## config.mk

```make
export PLATFORM = sky130hd
export DESIGN_NAME = fg_dds_wavegen
export DESIGN_NICKNAME = d
export VERILOG_FILES = /design/src/rtl/fg_dds_wavegen.sv
export SDC_FILE = /design/constraint.sdc
export NUM_CORES = 1
export LEC_CHECK = 0
export CAP_MARGIN = 20
export CORE_MARGIN = 4
export CORE_UTILIZATION = 40
export DETAILED_ROUTE_END_ITERATION = 6
export DONT_BUFFER_PORTS = 1
export SLEW_MARGIN = 20
export SYNTH_ARGS = -nofsm -noshare
export SYNTH_HDL_FRONTEND = slang
export SYNTH_SLANG_ARGS = --single-unit
```

## constraint.sdc

```tcl
create_clock -name clk_i -period 9 [get_ports clk_i]
set_input_delay 0 -clock clk_i [delete_from_list [all_inputs] [get_ports clk_i]]
set_output_delay 0 -clock clk_i [all_outputs]
set_load 0.02 [all_outputs]
```

## src/rtl/fg_dds_wavegen.sv

```systemverilog
// fg_dds_wavegen: prescaled DDS waveform source (DC, square/PWM, saw, triangle)
// with double-buffered configuration, glitch-free updates at period boundaries,
// burst mode, and an offset/saturation/radix output stage.
module fg_dds_wavegen #(
  parameter int BITWIDTH = 8,
  parameter int PHASE_W  = 16,
  parameter int PSC_W    = 9,
  parameter int BURST_W  = 8
) (
  input  logic                clk_i,
  input  logic                rst_n,
  input  logic                enable_i,
  input  logic                cfg_valid_i,
  output logic                cfg_ready_o,
  input  logic [1:0]          cfg_mode_i,
  input  logic [PSC_W-1:0]    cfg_psc_i,
  input  logic [PHASE_W-1:0]  cfg_fcw_i,
  input  logic [PHASE_W-1:0]  cfg_duty_i,
  input  logic [BITWIDTH-1:0] cfg_amp_i,
  input  logic [BITWIDTH-1:0] cfg_offset_i,
  input  logic                cfg_radix_i,
  input  logic [BURST_W-1:0]  cfg_burst_i,
  output logic [BITWIDTH-1:0] out_o,
  output logic                out_valid_o,
  output logic                wrap_o,
  output logic                busy_o
);

  localparam int B = BITWIDTH;
  localparam int P = PHASE_W;

  localparam logic [1:0] MODE_DC  = 2'd0;
  localparam logic [1:0] MODE_SQR = 2'd1;
  localparam logic [1:0] MODE_SAW = 2'd2;

  // Mid-scale (2^(B-1)) and the signed output limits
  localparam logic signed [B:0]   HALF  = {2'b01, {(B-1){1'b0}}};
  localparam logic signed [B+1:0] MAX_Y = {3'b000, {(B-1){1'b1}}};
  localparam logic signed [B+1:0] MIN_Y = {3'b111, {(B-1){1'b0}}};

  typedef struct packed {
    logic [1:0]         mode;
    logic [PSC_W-1:0]   psc;
    logic [P-1:0]       fcw;
    logic [P-1:0]       duty;
    logic [B-1:0]       amp;
    logic [B-1:0]       offset;
    logic               radix;
    logic [BURST_W-1:0] burst;
  } cfg_t;

  typedef enum logic [1:0] {S_IDLE, S_RUN, S_STOP} state_t;

  cfg_t               cfg_in;
  cfg_t               shadow_q;
  cfg_t               active_q;
  cfg_t               cfg_nxt;
  logic               shadow_full;
  logic               active_vld;
  state_t             state;
  logic [P-1:0]       phase;
  logic [P-1:0]       phase_sum;
  logic [P-1:0]       samp_phase;
  logic               carry;
  logic [PSC_W-1:0]   psc_cnt;
  logic [BURST_W-1:0] bcnt;
  logic               run;
  logic               accept;
  logic               tick;
  logic               wrap;
  logic               xfer;
  logic               burst_done;
  logic               run_nxt;
  logic [B-1:0]       out_p0;
  logic               vld_p0;
  logic               wrap_p0;

  // Clamp the B+2 bit sum to the signed B-bit range, then apply output radix
  function automatic logic [B-1:0] sat_radix(input logic signed [B+1:0] y, input logic radix);
    logic [B-1:0] r;
    if (y > MAX_Y)      r = MAX_Y[B-1:0];
    else if (y < MIN_Y) r = MIN_Y[B-1:0];
    else                r = y[B-1:0];
    if (radix) r[B-1] = ~r[B-1];
    return r;
  endfunction

  // Raw waveform value for one phase, followed by offset and saturation
  function automatic logic [B-1:0] wave_sample(input cfg_t c, input logic [P-1:0] ph);
    logic [B-1:0]            u;
    logic [B-1:0]            t;
    logic signed [B:0]       s;
    logic signed [B:0]       ts;
    logic signed [B:0]       amp_s;
    logic signed [B:0]       w;
    logic signed [2*B+1:0]   prod;
    logic signed [B+1:0]     y;
    u     = ph[P-1 -: B];
    amp_s = $signed({1'b0, c.amp});
    s     = $signed({1'b0, u}) - HALF;
    t     = u[B-1] ? ~u : u;
    ts    = $signed({1'b0, t[B-2:0], 1'b0}) - HALF;
    prod  = '0;
    case (c.mode)
      MODE_DC:  w = amp_s;
      MODE_SQR: w = (ph < c.duty) ? amp_s : -amp_s;
      MODE_SAW: begin
        prod = {{(B+1){s[B]}}, s} * {{(B+1){amp_s[B]}}, amp_s};
        w    = prod[B-1 +: B+1];
      end
      default: begin
        prod = {{(B+1){ts[B]}}, ts} * {{(B+1){amp_s[B]}}, amp_s};
        w    = prod[B-1 +: B+1];
      end
    endcase
    y = {w[B], w} + $signed({{2{c.offset[B-1]}}, c.offset});
    return sat_radix(y, c.radix);
  endfunction

  // Datapath-side control decode
  always_comb begin
    cfg_in.mode   = cfg_mode_i;
    cfg_in.psc    = cfg_psc_i;
    cfg_in.fcw    = cfg_fcw_i;
    cfg_in.duty   = cfg_duty_i;
    cfg_in.amp    = cfg_amp_i;
    cfg_in.offset = cfg_offset_i;
    cfg_in.radix  = cfg_radix_i;
    cfg_in.burst  = cfg_burst_i;
    run              = (state == S_RUN);
    accept           = cfg_valid_i & ~shadow_full;
    tick             = run & enable_i & (psc_cnt == active_q.psc);
    {carry, phase_sum} = {1'b0, phase} + {1'b0, active_q.fcw};
    wrap             = tick & carry;
    xfer             = shadow_full & (~run | wrap);
    burst_done       = wrap & (active_q.burst != '0) & ((bcnt + 1'b1) == active_q.burst);
    cfg_nxt          = xfer ? shadow_q : active_q;
    samp_phase       = xfer ? '0 : phase_sum;
    run_nxt          = enable_i & (xfer | (run & ~burst_done) | ((state == S_IDLE) & active_vld));
  end

  assign cfg_ready_o = ~shadow_full;
  assign busy_o      = run;

  // Shadow register: holds one pending word until it is promoted to active
  always_ff @(posedge clk_i) begin
    if (!rst_n) begin
      shadow_full <= 1'b0;
      shadow_q    <= '0;
    end else if (accept) begin
      shadow_full <= 1'b1;
      shadow_q    <= cfg_in;
    end else if (xfer) begin
      shadow_full <= 1'b0;
    end
  end

  // Active configuration: only changes on a shadow transfer
  always_ff @(posedge clk_i) begin
    if (!rst_n) begin
      active_vld <= 1'b0;
      active_q   <= '0;
    end else if (xfer) begin
      active_vld <= 1'b1;
      active_q   <= shadow_q;
    end
  end

  // Run-state FSM with prescaler, phase accumulator and burst counter
  always_ff @(posedge clk_i) begin
    if (!rst_n) begin
      state   <= S_IDLE;
      phase   <= '0;
      psc_cnt <= '0;
      bcnt    <= '0;
    end else if (!enable_i) begin
      state   <= S_IDLE;
      phase   <= '0;
      psc_cnt <= '0;
      bcnt    <= '0;
    end else if (xfer) begin
      state   <= S_RUN;
      phase   <= '0;
      psc_cnt <= '0;
      bcnt    <= '0;
    end else begin
      case (state)
        S_IDLE: if (active_vld) state <= S_RUN;
        S_RUN: begin
          if (tick) begin
            psc_cnt <= '0;
            if (burst_done) begin
              state <= S_STOP;
              phase <= '0;
              bcnt  <= bcnt + 1'b1;
            end else begin
              phase <= phase_sum;
              if (wrap && active_q.burst != '0) bcnt <= bcnt + 1'b1;
            end
          end else begin
            psc_cnt <= psc_cnt + 1'b1;
          end
        end
        S_STOP:  phase <= '0;
        default: state <= S_IDLE;
      endcase
    end
  end

  // Output stage (p0): sample of the post-tick phase; mid-scale when leaving RUN
  always_ff @(posedge clk_i) begin
    if (!rst_n) begin
      out_p0  <= '0;
      vld_p0  <= 1'b0;
      wrap_p0 <= 1'b0;
    end else begin
      vld_p0  <= tick;
      wrap_p0 <= wrap;
      if (tick)          out_p0 <= wave_sample(cfg_nxt, samp_phase);
      else if (!run_nxt) out_p0 <= cfg_nxt.radix ? MIN_Y[B-1:0] : '0;
    end
  end

  assign out_o       = out_p0;
  assign out_valid_o = vld_p0;
  assign wrap_o      = wrap_p0;

endmodule

```

==> flow_summary_export.csv, run 1 <==
group,metric,value,unit
timing,fmax,117,MHz
placement,preCtsSetupSlack,22.2,ps
clocking,clk_pin_slew,80,ps
timing,worst_slack,456,ps
timing,relSlewSlack,35.8,%
yosys,synth_warnings,0,
placement,routabilityCongestion,0.930,
final_layout,drive_above_1_share,8.37,%
critical_path,slowest_stage,"fa_1",
final_layout,layout_commonest_cell,"nand2_1",
timing,period_share,94.9,%
placement,place_area,13900,um2
min_path,hp-class,"in -> reg",
clocking,numCtsBuffers,17,
global_routing,grt_max_degree,91,
yosys,synth_cells,1649,
final_layout,area_growth,16.6,%
global_routing,grt_pass1_vias,11500,
critical_path,slowest_delay,500,ps
detailed_routing,drc_errors,0,
detailed_routing,wire_per_inst,16.8,um
floorplanning,die_w,191,um
final_layout,nFillCells,3243,
critical_path,critical_path_class,"reg -> reg",
min_path,hold_end,"state[1]",
floorplanning,initial_utilization,40.9,%
critical_path,required,9370,ps
timing,setup_viol,0,
floorplanning,core-area,32900,um2
detailed_routing,vias,11400,
critical_path,reg2reg_setup_slack,460,ps
global_routing,grtUsageMet2,33.7,%
global_routing,busiest_layer,"met2",
clocking,cts_tree,"yes",
yosys,ys_ff_latch,183,
yosys,synthXorXnorAreaFrac,5.33,%
critical_path,r2r-end,"out_o[6]",
floorplanning,die_y,191,um
detailed_routing,via_per_inst,5.23,
global_routing,grt.met1_usage,27.9,%
detailed_routing,routed_wl,36.7,mm
min_path,hold_start,"enable_i",
yosys,synth_adder_area_share,23.5,%
pwr,total_power,2110,uW
yosys,ys_types,85,
critical_path,cp_max_fo,7,
yosys,synthesis.area,13400,um2
clocking,h-tree-depth,4,
floorplanning,io_pins,84,
run,max_cap_violations,0,
detailed_routing,first_pass_iters,5,
clocking,clock-root-buffer,"clkbuf_16",
critical_path,r2r_cells,39,
global_routing,antenna_found_initial,0,
yosys,synth_compound_area_share,14.2,%
global_routing,grt_pass1_wl,60.1,mm
timing,clock_skew,13.6,ps
yosys,ys.flop_type,"dfxtp_1",
critical_path,crit_arrival,8920,ps
critical_path,worstReg2RegStart,"active_q[41]",
floorplanning,fp-row-count,66,
detailed_routing,antenna_left,0,
yosys,synthMuxAreaShare,2.52,%
min_path,hold_path_depth,3,
timing,period_needed,8540,ps
final_layout,mostFrequentLayoutCells,"nand2_1, dfxtp_1, nor2_1",
clocking,clockBufferDepth,2,
yosys,ys_seq_area_share,27.3,%
global_routing,grt_remaining_overflow,0,
placement,hpwl,27.7,mm
floorplanning,dieArea,36600,um2
clocking,cts.sinks,183,
detailed_routing,drt_iter0_drc,686,
yosys,avgSynthCellArea,8.15,um2
pwr,p_per_area,135,nW/um2
final_layout,antenna_cells,0,
timing,final_hold_viol_count,0,
yosys,yosys.area_share.simple,20.7,%
yosys,synth_enable_flop_cells,0,
global_routing,grt_usage,20.5,%
outcome,status,"finished clean",
final_layout,final_nets,1997,
critical_path,cp-start-kind,"flip-flop",
clocking,insertion_delay,450,ps
global_routing,use_met3,3.31,%
timing,tightest_slew,960,ps
placement,port_buffers,0,
timing,slew_violations,0,
pwr,p_leak,0.00691,uW
yosys,async_reset_ff_share,0,%
yosys,synth_nets,1914,
yosys,synth_top_family_by_area,"adder cells",
final_layout,final_area,15700,um2
pwr,ir_drop,0.000152,V
critical_path,endpoint_kind,"flip-flop",
==> cell usage after synthesis, types with 4 or more instances <==
| cell type | count | share of area, % |
|---|---|---|
| a211o_1 | 5 | 0.33 |
| or2_2 | 7 | 0.33 |
| nor3_1 | 22 | 0.82 |
| nand3_1 | 21 | 0.78 |
| a22oi_1 | 13 | 0.73 |
| dfxtp_1 | 183 | 27 |
| nor2_1 | 164 | 4.6 |
| a21o_1 | 9 | 0.50 |
| xnor2_1 | 48 | 3.1 |
| buf_2 | 17 | 0.63 |
| nand4_1 | 13 | 0.61 |
| nor3b_1 | 9 | 0.50 |
| inv_2 | 7 | 0.20 |
| o21ai_1 | 10 | 0.37 |
| o21ai_0 | 30 | 1.1 |
| or3_1 | 13 | 0.61 |
| o21bai_1 | 4 | 0.22 |
| nand2_1 | 332 | 9.3 |
| xor2_1 | 30 | 2.0 |
| buf_1 | 8 | 0.22 |
| a21oi_1 | 165 | 6.1 |
| ha_1 | 95 | 8.8 |
| o211ai_1 | 11 | 0.61 |
| o21a_1 | 8 | 0.45 |
| nand2b_1 | 7 | 0.33 |
| and2_1 | 9 | 0.42 |
| inv_1 | 137 | 3.8 |
| a31oi_1 | 5 | 0.23 |
| fa_1 | 98 | 15 |
| a211oi_2 | 4 | 0.37 |
| mux2i_1 | 29 | 2.2 |
| clkbuf_1 | 38 | 1.1 |
| nor2b_1 | 10 | 0.47 |
| a211oi_1 | 6 | 0.34 |
| and3_1 | 5 | 0.23 |
==> power by group <==
group	switching [uW]	internal, uW
Combinational	285	181
Sequential	22.9	839
Clock	360	422
==> state kept, by name, indices dropped and copies added (netlist names) <==
signal and cells:
out_valid_o 1, psc_cnt 9, active_vld 1, phase 16, shadow_q 68, bcnt 8, shadow_full 1, active_q 68
out_o 8, state 2, wrap_o 1
==> through the flow <==
stage / TNS (ps) / util (%) / hold slack [ps] / instances
after floorplan: 0 / - / 136 / 1649
after global placement: 0 / 42.4 / 138 / 2056
after detailed placement: 0 / 42.4 / 143 / 2056
after CTS: 0 / 47.2 / 5.55 / 2183
after global routing: -166 / 47.7 / 31.5 / 2187
final: 0 / 47.7 / 14.9 / 2187
==> worst max-delay path: cells and delay by family (launching register included) <==
family / cells / cell delay (ps)
xor gates and xnor gates: 2 / 460
buffers and inverters: 6 / 440
muxes: 1 / 350
adders and majority gates: 8 / 3050
DFF: 1 / 320
AOI/OAI and AO/OA: 18 / 3430
and+or+nand+nor: 4 / 420
==> worst max-delay path by stage <==
stage / slack (ps) / start / cells past startpoint / endpoint
floorplan: 830 / active_q[41] / 39 / out_o[2]
global placement: 280 / active_q[41] / 40 / out_o[5]
detailed placement: 20 / active_q[41] / 40 / out_o[5]
CTS: 30 / active_q[41] / 39 / out_o[6]
global route: -40 / active_q[41] / 41 / out_o[2]
finish: 460 / active_q[41] / 39 / out_o[6]
==> cell type report <==
class	count	area [um2]	share of cell area (%)
clock buffer	17	425	2.72
tap	442	553	3.53
timing repair buffer	134	1240	7.94
multi-input combinational	1252	9050	57.8
clock inverter	15	186	1.19
inverter	144	543	3.47
sequential	183	3660	23.4
==> logic make-up after synthesis <==
group / Yosys count
AO/OA/AOI/OAI: 307
buffers and inverters: 214
adder cells (fa/ha/maj): 193
multiplexers: 33
flip-flops: 183
XOR/XNOR: 80
AND/OR/NAND/NOR: 639
==> metal layers <==
metal	part of all wire [%]	vias up
met5	0	-
met4	2.2	0
met3	5.3	53
met2	46	306
met1	46	5478
li1	-	5607
==> what timing repair did <==
item                                    CTS  global route
gates cloned                              0             0
resized for setup                         1            31
endpoints found under the setup margin    5             8
hold buffers                             95             0
pin swaps                                 0             7
endpoints found under the hold margin   106             0
setup buffers                             0             4
Power figures use the tool's default switching activity.
==> run 2, diff against run 1 <==
CORE_UTILIZATION = 55   (was 40)
PLACE_DENSITY = 0.7   (was not set)
==> run 2 against run 1 <==
Effect of this change: sequential cell count is the same; cell area shrank 1.4%; sequential share of layout area up 0.33 points; via count rose by 0.46%; setup slack better by 19 ps; utilization up 17 points; clock skew down 0.59 ps; fmax grew 0.22%; combinational power fell by 3%; global-route usage is 6.4 points higher; clock power up 0.8%; critical path type unchanged; largest power group unchanged; highest routed layer unchanged.
==> flow_summary_export.csv, run 2 (synthesis gave the netlist of run 1 again) <==
group,metric,value,unit
outcome,status,"finished clean",
global_routing,grt_pass1_vias,11500,
timing,setup_viol,0,
detailed_routing,via_per_inst,5.60,
clocking,clk_pin_slew,80,ps
final_layout,drive_above_1_share,9.40,%
critical_path,r2r-end,"out_o[7]",
critical_path,cp.depth,37,
detailed_routing,first_pass_iters,6,
final_layout,mostFrequentLayoutCells,"nand2_1, dfxtp_1, nor2_1",
floorplanning,io_pins,84,
critical_path,cp-start-kind,"flip-flop",
timing,final_hold_viol_count,0,
global_routing,grt_usage,26.9,%
final_layout,antenna_cells,0,
timing,period_needed,8530,ps
clocking,insertion_delay,440,ps
detailed_routing,vias,11500,
critical_path,cp-startpoint,"phase[0]",
critical_path,worstReg2RegStart,"phase[0]",
critical_path,cp_max_fo,8,
timing,rsz0062_at_grt,"true",
timing,slew_violations,0,
pwr,p_leak,0.00692,uW
clocking,clockBufferDepth,2,
floorplanning,die_y,164,um
critical_path,reg2reg_setup_slack,470,ps
placement,routabilityCongestion,1.00,
timing,relSlewSlack,33.0,%
critical_path,critical_path_class,"reg -> reg",
timing,clock_skew,13.0,ps
final_layout,final_core_util,65.0,%
floorplanning,core-area,23800,um2
critical_path,slowest_delay,580,ps
critical_path,endpoint_kind,"flip-flop",
floorplanning,dieArea,27000,um2
detailed_routing,drt_iter0_drc,841,
pwr,total_power,2100,uW
final_layout,top_regs,"active_q x68, shadow_q x68, phase x16",
floorplanning,fp-row-count,56,
run,max_cap_violations,0,
timing,tightest_slew,1000,ps
clocking,clock-root-buffer,"clkbuf_16",
timing,fmax,117,MHz
critical_path,slowest_stage,"fa_1",
global_routing,grt_remaining_overflow,0,
final_layout,area_growth,15.0,%
critical_path,crit_arrival,8890,ps
global_routing,antenna_found_initial,0,
clocking,numCtsBuffers,17,
placement,placedCellCount,1931,
detailed_routing,routed_wl,35.3,mm
critical_path,r2r_cells,37,
critical_path,path_buf_inv,7,
global_routing,grt_pass1_wl,58.2,mm
floorplanning,initial_utilization,56.5,%
critical_path,required,9360,ps
pwr,ir_drop,0.000130,V
final_layout,final_cell_count_no_fill,2053,
detailed_routing,drc_errors,0,
critical_path,cp_top_family,"adder cells",
critical_path,crit_end,"out_o[7]",
final_layout,final_nets,1986,
min_path,hp-class,"in -> reg",
global_routing,grt_max_degree,98,
clocking,cts.sinks,183,
detailed_routing,antenna_left,0,
clocking,cts_tree,"yes",
pwr,p_per_area,136,nW/um2
final_layout,nFillCells,1963,
timing,period_share,94.7,%
clocking,h-tree-depth,4,
placement,hpwl,26.2,mm
floorplanning,die_w,164,um
final_layout,layout_commonest_cell,"nand2_1",
placement,port_buffers,0,
detailed_routing,wire_per_inst,17.2,um
run 2: area by class of cell:
cell class	instances	area, um2	area share (%)
clock inverters	15	198	1.28
flip-flops and latches	183	3660	23.7
repair buffers	123	1110	7.21
multi-input cells	1252	9100	58.9
well taps	319	399	2.58
clock buffers	17	425	2.75
inverters	144	546	3.53
run 2: timing repair:
action | 4_1_cts | 5_1_grt
pin swaps | 0 | 10
setup buffers | 0 | 14
endpoints found under the setup margin | 6 | 8
hold buffers | 76 | 0
hold endpoints to repair | 96 | 0
gates cloned | 0 | 0
gates resized for setup | 2 | 43
run 2: per-layer routing:
metal	global-route usage, %	wire length [um]	vias up
met3	3.61	1830	77
met1	36.2	15800	5496
li1	-	-	5578
met2	44.9	16600	346
met4	8.58	1020	0
met5	0	0	-
run 2: worst min path at each step:
stage,startpoint,to,slack [ps],depth (start not counted)
2_1_floorplan,rst_n,shadow_full,140,2
3_3_place_gp,cfg_fcw_i[10],shadow_q[51],140,2
3_5_place_dp,cfg_fcw_i[10],shadow_q[51],140,2
4_1_cts,rst_n,bcnt[7],0.09,3
5_1_grt,rst_n,bcnt[5],30,3
6_report,rst_n,bcnt[7],10,3
run 2: power by group:
group | switching, uW | total [uW] | internal [uW]
clock network | 384 | 788 | 404
logic | 277 | 451 | 173
registers | 22.1 | 861 | 839
run 2: stage by stage:
step / hold slack [ps] / setup TNS, ps / worst slack [ps] / cell area (um2)
5_1_grt: 25.2 / -51.3 / -48.0 / 15400
3_5_place_dp: 143 / -14.3 / -14.3 / 13800
4_1_cts: 0.0865 / 0 / 71.7 / 15200
3_3_place_gp: 138 / 0 / 172 / 13800
6_report: 14.8 / 0 / 474 / 15400
2_1_floorplan: 136 / 0 / 832 / 13400
run 2: worst reg2reg max path, delay by kind of cell, from the launching register on:
family | cells | cell delay (ps)
adders and majority gates | 8 | 3250
muxes | 1 | 320
DFF | 1 | 350
xor gates and xnor gates | 1 | 280
and+or+nand+nor | 7 | 1280
AOI/OAI and AO/OA | 13 | 2010
buffers and inverters | 7 | 980
